File: src/rtl/morra_pkg.sv
// Shared definitions for the morra game FSM and its scoreboard stage.
package morra_pkg;

    typedef enum logic [1:0] {
        NESSUNO = 2'b00,
        G1      = 2'b01,
        G2      = 2'b10,
        PARI    = 2'b11
    } esito_t;

    typedef enum logic [1:0] {
        IDLE  = 2'b00,
        GIOCO = 2'b01,
        FINE  = 2'b10
    } tab_stato_t;

    function automatic logic is_vittoria(input logic [1:0] e);
        return (e == G1) || (e == G2);
    endfunction

endpackage

File: src/rtl/morra_contatore_sat.sv
// Saturating W-bit counter; clr together with inc restarts the count at 1.
module morra_contatore_sat #(
    parameter int W = 5
) (
    input  logic         clk,
    input  logic         rst_n,
    input  logic         clr,
    input  logic         inc,
    output logic [W-1:0] cnt
);

    // count register: clear/restart has priority, increment stops at all-ones
    always_ff @(posedge clk or negedge rst_n) begin
        if (!rst_n) begin
            cnt <= {W{1'b0}};
        end else if (clr) begin
            cnt <= inc ? W'(1) : {W{1'b0}};
        end else if (inc && (cnt != {W{1'b1}})) begin
            cnt <= cnt + W'(1);
        end else begin
            cnt <= cnt;
        end
    end

endmodule

File: src/rtl/morra_tabellone.sv
// Scoreboard for the morra game: round statistics, history, longest streak
// and a valid/ack handshake for the final match result.
module morra_tabellone
    import morra_pkg::*;
#(
    parameter int W     = 5,
    parameter int DEPTH = 4
) (
    input  logic               clk,
    input  logic               rst_n,
    input  logic               INIZIO,
    input  logic [1:0]         MANCHE,
    input  logic [1:0]         PARTITA,
    input  logic               RIS_ACK,
    output logic [W-1:0]       VITTORIE1,
    output logic [W-1:0]       VITTORIE2,
    output logic [W-1:0]       PAREGGI,
    output logic [W-1:0]       INVALIDE,
    output logic [W-1:0]       SERIE_MAX,
    output logic [2*DEPTH-1:0] STORIA,
    output logic [1:0]         RISULTATO,
    output logic               RIS_VALID,
    output logic               ERRORE
);

    tab_stato_t   stato_r, stato_nxt_s;
    esito_t       ultimo_r;
    logic [W-1:0] serie_r;
    logic [W-1:0] serie_nxt_s;
    logic         conta_s, chiudi_s, err_set_s, ack_ok_s;
    logic         win_s, pari_s, inv_s, serie_clr_s;

    // state register
    always_ff @(posedge clk or negedge rst_n) begin
        if (!rst_n) begin
            stato_r <= IDLE;
        end else begin
            stato_r <= stato_nxt_s;
        end
    end

    // next state and per-cycle strobes; INIZIO overrides everything
    always_comb begin
        stato_nxt_s = stato_r;
        conta_s     = 1'b0;
        chiudi_s    = 1'b0;
        err_set_s   = 1'b0;
        ack_ok_s    = 1'b0;
        if (INIZIO) begin
            stato_nxt_s = GIOCO;
        end else begin
            case (stato_r)
                IDLE: begin
                    stato_nxt_s = IDLE;
                end
                GIOCO: begin
                    conta_s = 1'b1;
                    if (PARTITA != NESSUNO) begin
                        chiudi_s    = 1'b1;
                        stato_nxt_s = FINE;
                        err_set_s   = (PARTITA != MANCHE);
                    end else begin
                        stato_nxt_s = GIOCO;
                    end
                end
                FINE: begin
                    err_set_s = (PARTITA != NESSUNO);
                    if (RIS_ACK) begin
                        ack_ok_s    = 1'b1;
                        stato_nxt_s = IDLE;
                    end else begin
                        stato_nxt_s = FINE;
                    end
                end
                default: begin
                    stato_nxt_s = IDLE;
                end
            endcase
        end
    end

    assign win_s  = conta_s && is_vittoria(MANCHE);
    assign pari_s = conta_s && (MANCHE == PARI);
    assign inv_s  = conta_s && (MANCHE == NESSUNO);
    // a win by the other player (or a draw) restarts the run
    assign serie_clr_s = INIZIO || pari_s || (win_s && (MANCHE != ultimo_r));

    // streak value as it will be after this cycle, used for SERIE_MAX
    always_comb begin
        serie_nxt_s = serie_r;
        if (win_s) begin
            if (MANCHE != ultimo_r) begin
                serie_nxt_s = W'(1);
            end else if (serie_r != {W{1'b1}}) begin
                serie_nxt_s = serie_r + W'(1);
            end else begin
                serie_nxt_s = serie_r;
            end
        end else if (pari_s) begin
            serie_nxt_s = {W{1'b0}};
        end else begin
            serie_nxt_s = serie_r;
        end
    end

    morra_contatore_sat #(.W(W)) u_vitt1 (
        .clk(clk), .rst_n(rst_n), .clr(INIZIO),
        .inc(win_s && (MANCHE == G1)), .cnt(VITTORIE1)
    );
    morra_contatore_sat #(.W(W)) u_vitt2 (
        .clk(clk), .rst_n(rst_n), .clr(INIZIO),
        .inc(win_s && (MANCHE == G2)), .cnt(VITTORIE2)
    );
    morra_contatore_sat #(.W(W)) u_pari (
        .clk(clk), .rst_n(rst_n), .clr(INIZIO),
        .inc(pari_s), .cnt(PAREGGI)
    );
    morra_contatore_sat #(.W(W)) u_inv (
        .clk(clk), .rst_n(rst_n), .clr(INIZIO),
        .inc(inv_s), .cnt(INVALIDE)
    );
    morra_contatore_sat #(.W(W)) u_serie (
        .clk(clk), .rst_n(rst_n), .clr(serie_clr_s),
        .inc(win_s), .cnt(serie_r)
    );

    // last winner, longest run and round history
    always_ff @(posedge clk or negedge rst_n) begin
        if (!rst_n) begin
            ultimo_r  <= NESSUNO;
            SERIE_MAX <= {W{1'b0}};
            STORIA    <= {(2*DEPTH){1'b0}};
        end else if (INIZIO) begin
            ultimo_r  <= NESSUNO;
            SERIE_MAX <= {W{1'b0}};
            STORIA    <= {(2*DEPTH){1'b0}};
        end else begin
            if (win_s) begin
                ultimo_r <= esito_t'(MANCHE);
            end else if (pari_s) begin
                ultimo_r <= NESSUNO;
            end else begin
                ultimo_r <= ultimo_r;
            end
            if (conta_s && (serie_nxt_s > SERIE_MAX)) begin
                SERIE_MAX <= serie_nxt_s;
            end else begin
                SERIE_MAX <= SERIE_MAX;
            end
            if (conta_s && (MANCHE != NESSUNO)) begin
                STORIA <= {STORIA[2*DEPTH-3:0], MANCHE};
            end else begin
                STORIA <= STORIA;
            end
        end
    end

    // result latch, handshake and sticky consistency error
    always_ff @(posedge clk or negedge rst_n) begin
        if (!rst_n) begin
            RISULTATO <= 2'b00;
            RIS_VALID <= 1'b0;
            ERRORE    <= 1'b0;
        end else if (INIZIO) begin
            RISULTATO <= 2'b00;
            RIS_VALID <= 1'b0;
            ERRORE    <= 1'b0;
        end else begin
            if (chiudi_s) begin
                RISULTATO <= PARTITA;
                RIS_VALID <= 1'b1;
            end else if (ack_ok_s) begin
                RISULTATO <= RISULTATO;
                RIS_VALID <= 1'b0;
            end else begin
                RISULTATO <= RISULTATO;
                RIS_VALID <= RIS_VALID;
            end
            ERRORE <= ERRORE | err_set_s;
        end
    end

endmodule

File: config.mk
export PLATFORM = sky130hd
export DESIGN_NAME = morra_tabellone
export DESIGN_NICKNAME = d
export VERILOG_FILES = /design/src/rtl/morra_pkg.sv /design/src/rtl/morra_contatore_sat.sv /design/src/rtl/morra_tabellone.sv
export SDC_FILE = /design/constraint.sdc
export NUM_CORES = 1
export LEC_CHECK = 0
export ABC_AREA = 1
export CELL_PAD_IN_SITES_DETAIL_PLACEMENT = 0
export CELL_PAD_IN_SITES_GLOBAL_PLACEMENT = 1
export CORE_ASPECT_RATIO = 0.6
export CORE_MARGIN = 2
export CORE_UTILIZATION = 35
export DETAILED_ROUTE_END_ITERATION = 16
export PLACE_DENSITY_LB_ADDON = 0.1
export SKIP_CTS_REPAIR_TIMING = 1
export SLEW_MARGIN = 10
export SYNTH_ARGS = -nofsm -noshare
export SYNTH_HDL_FRONTEND = slang
export SYNTH_SLANG_ARGS = --single-unit
File: constraint.sdc
create_clock -name clk -period 2.2 [get_ports clk]
set_input_delay 0.33 -clock clk [delete_from_list [all_inputs] [get_ports clk]]
set_output_delay 0.33 -clock clk [all_outputs]
set_load 0.05 [all_outputs]
==> results.py <==
metrics = {
    "placement": {
        "pre_cts_slack_ps": -628,
        "dp.final_hpwl_mm": 5.14,
        "gpl.final_weighted_congestion": 0.941,
        "portBuffers": 44,
        "cell_count_after_placement": 523,
    },
    "setup_path": {
        "required_ps": 2420,
        "critical_path.startpoint_type": "register",
        "timing.critical_path.to_type": "register",
        "critical_path.reg2reg.endpoint": "SERIE_MAX[2]",
        "cp_max_fo": 5,
        "r2r_setup_slack_ps": -200,
        "critPathKind": "reg -> reg",
        "timing.reg2reg.worst_path_depth": 15,
        "critical_path_arrival_ps": 2620,
        "crit-reg2reg-launch": "u_serie.cnt[0]",
    },
    "sta": {
        "max_slew.worst_pin.slew_ps": 550,
        "finClkSkew_ps": 5.19,
        "final-max-slew-violation-count": 0,
        "post-route-min-period_ps": 2400,
        "final_min_period_over_clock_period_pct": 109,
        "setup_viol_count_final": 5,
        "sum_of_negative_setup_slack_ps": -959,
        "fmaxAchievable_ghz": 0.416,
        "hold_viol_final": 0,
        "setup_slack_ps": -202,
        "max-slew-margin-rel_pct": 63.2,
        "rsz_0062_raised_after_global_routing": "true",
    },
    "clocking": {
        "ctsRootBufferMaster": "sky130_fd_sc_hd__clkbuf_16",
        "clkLatencyLatePin_ps": 280,
        "cts.sinks": 46,
        "clockBufferDepth": 2,
        "tritoncts_clock_tree": "yes",
        "numCtsBuffers": 5,
        "clock_h_tree_levels": 2,
        "clkSlewWorstSetupHoldPaths_ps": 60,
    },
    "synthesis": {
        "synth_fp_nets": 374,
        "synth_simple_gate_area_share_pct": 26.6,
        "synth.mux.area_fraction_pct": 0,
        "synth_compound_gate_area_share_pct": 8.95,
        "postSynthRegisterBits": 46,
        "yosys.cell_types.count": 25,
        "post_synth_xor_area_fraction_pct": 0.995,
        "ys_warn_count": 0,
        "largest_family_of_logic_cells_by_synthesized_area": "simple AND/OR/NAND/NOR gates",
        "syn_avg_cell_area_sq_um": 7.68,
        "postSynthCellCount": 344,
        "synth.yosys.seq_area_share_pct": 43.6,
        "synthAdderAreaFrac_pct": 10.4,
        "cell_area_after_synthesis_sq_mm": 0.00264,
    },
    "finish": {
        "finalNonFillerCells": 536,
        "nNetsFinal": 461,
        "post_route_cells_drive_above_1_share_pct": 21.1,
        "fin_util_pct": 52.7,
        "syn2layout_area_growth_pct": 45.5,
        "commonest_non_fill_non_tap_cells_in_the_layout": "sky130_fd_sc_hd__nand2_1 (86), sky130_fd_sc_hd__inv_1 (53), sky130_fd_sc_hd__dfrtp_1 (46)",
        "antenna-diode-count": 0,
        "final_common_cell": "sky130_fd_sc_hd__nand2_1",
    },
    "floorplanning": {
        "fp.dieArea_sq_mm": 0.00828,
        "die_y_microns": 71.3,
        "design.portCount": 45,
        "fp.dieW_microns": 116,
        "std_cell_core_area_sq_mm": 0.00730,
        "start_util_pct": 36.2,
        "rows": 24,
    },
    "detailed_routing": {
        "dr.pass1.iters": 4,
        "detailedRoute.firstIterationViolations": 182,
        "vias_per_cell": 4.49,
        "wl_mm": 6.79,
        "detail_route.wl_per_cell_microns": 12.7,
        "route.vias.total": 2407,
        "drt.antenna.violating_nets": 0,
        "post-route-drc-count": 0,
    },
    "power": {
        "fraction_of_power_spent_switching_nets_pct": 29.3,
        "power_frac_seq_pct": 41.4,
        "total_leakage_power_nw": 1.89,
        "clkPwrFrac_pct": 34.9,
        "switchingPower_mw": 0.638,
        "worst_ir_drop_vdd_v": 0.000355,
        "combinationalPowerShare_pct": 23.7,
        "internal_power_mw": 1.54,
        "pwr_dens_mw_per_mm2": 566,
    },
    "global_routing": {
        "track_usage_pct": 17.3,
        "grt_overflow": 0,
        "grt_start_max_net_pins": 27,
        "first_global_vias": 2330,
        "antenna_violations_before_repair": 0,
        "global_route_wire_length_before_repair_mm": 11.2,
    },
    "min_path": {
        "min-delay-path-class": "in -> async",
    },
    "status": {
        "failed_checks": "setup timing",
        "outcome": "finished, violations left",
    },
    "job": {
        "drv_cap": 0,
    },
}
==> synth_stat cells, drive strengths merged <==
library cell | n | share of area [%]
ha | 22 | 10
o22ai | 7 | 1.7
nor2 | 30 | 4.9
a211oi | 1 | 0.28
dfrtp | 46 | 44
xnor2 | 1 | 0.33
and2 | 1 | 0.24
a21oi | 12 | 2.3
nor3 | 5 | 0.95
clkbuf | 2 | 0.28
xor2 | 2 | 0.66
nand4 | 2 | 0.47
o21ai | 25 | 4.7
nand3 | 30 | 5.9
or2 | 1 | 0.24
inv | 59 | 8.4
nand2 | 95 | 14
buf | 3 | 0.81
==> critical path, cell delays in order, from the launching register on <==
cell	delay, ps
sky130_fd_sc_hd__dfrtp_1	360
sky130_fd_sc_hd__ha_2	190
sky130_fd_sc_hd__nand2_2	70
sky130_fd_sc_hd__nor2_4	110
sky130_fd_sc_hd__buf_4	120
sky130_fd_sc_hd__inv_1	30
sky130_fd_sc_hd__ha_1	180
sky130_fd_sc_hd__inv_1	80
sky130_fd_sc_hd__nand2_1	70
sky130_fd_sc_hd__o21ai_2	190
sky130_fd_sc_hd__ha_4	240
sky130_fd_sc_hd__a21oi_1	190
sky130_fd_sc_hd__nand2_2	130
sky130_fd_sc_hd__o21ai_4	220
sky130_fd_sc_hd__nand3_1	100
sky130_fd_sc_hd__nand2_1	70
==> layer usage <==
metal / vias up / routed length (microns) / track usage [%]
li1: 1262 / - / -
met4: 0 / 61 / 3.97
met5: - / 0 / 0
met2: 49 / 2630 / 22.9
met1: 1089 / 3780 / 27.7
met3: 7 / 319 / 4.65
==> cell type report <==
type	instances	area, sq um
Sequential cell	46	1150
Fill cell	714	3450
Clock buffer	7	143
Clock inverter	1	5.00
Tap cell	104	130
Inverter	59	224
Multi-Input combinational cell	234	1430
Timing Repair Buffer	85	764
==> kinds of logic (layout without fill, tap and decap cells) <==
family	Yosys count	after routing
and+or+nand+nor	164	164
buffers and inverters	64	152
AOI/OAI and AO/OA	45	45
xor gates and xnor gates	3	3
DFF	46	46
adders and majority gates	22	22
==> stage by stage <==
stage	total power, mW	hold slack (ps)	instance area (sq um)
6_report	2.18	7.45	3840
5_1_grt	2.29	50.9	3840
4_1_cts	2.13	31.0	3630
3_5_place_dp	1.36	336	3490
3_3_place_gp	1.36	333	3490
2_1_floorplan	1.16	34.4	2670
==> how the worst max path moves through the flow <==
stage | from | end | slack (ps)
2_1_floorplan | u_serie.cnt[1] | SERIE_MAX[3] | -90
4_1_cts | MANCHE[0] | SERIE_MAX[3] | -350
5_1_grt | u_serie.cnt[0] | SERIE_MAX[0] | -360
3_3_place_gp | MANCHE[0] | SERIE_MAX[1] | -610
3_5_place_dp | MANCHE[0] | SERIE_MAX[3] | -630
6_report | u_serie.cnt[0] | SERIE_MAX[2] | -200
==> state kept, by name, summed over array words and instances (netlist names), 5 cells and up <==
name and count:
u_pari.cnt 5, u_serie.cnt 5, STORIA 8, u_vitt2.cnt 5
SERIE_MAX 5, u_vitt1.cnt 5, u_inv.cnt 5
==> power groups by stage <==
stage               combinational, mW  sequential, mW  clock (mW)
floorplan                       0.180           0.984           0
global placement                0.447           0.913           0
detailed placement              0.446           0.914           0
CTS                             0.448           0.898       0.781
global route                    0.568           0.903       0.817
finish                          0.517           0.900       0.760
No activity file was read; power rests on OpenSTA's default activity.
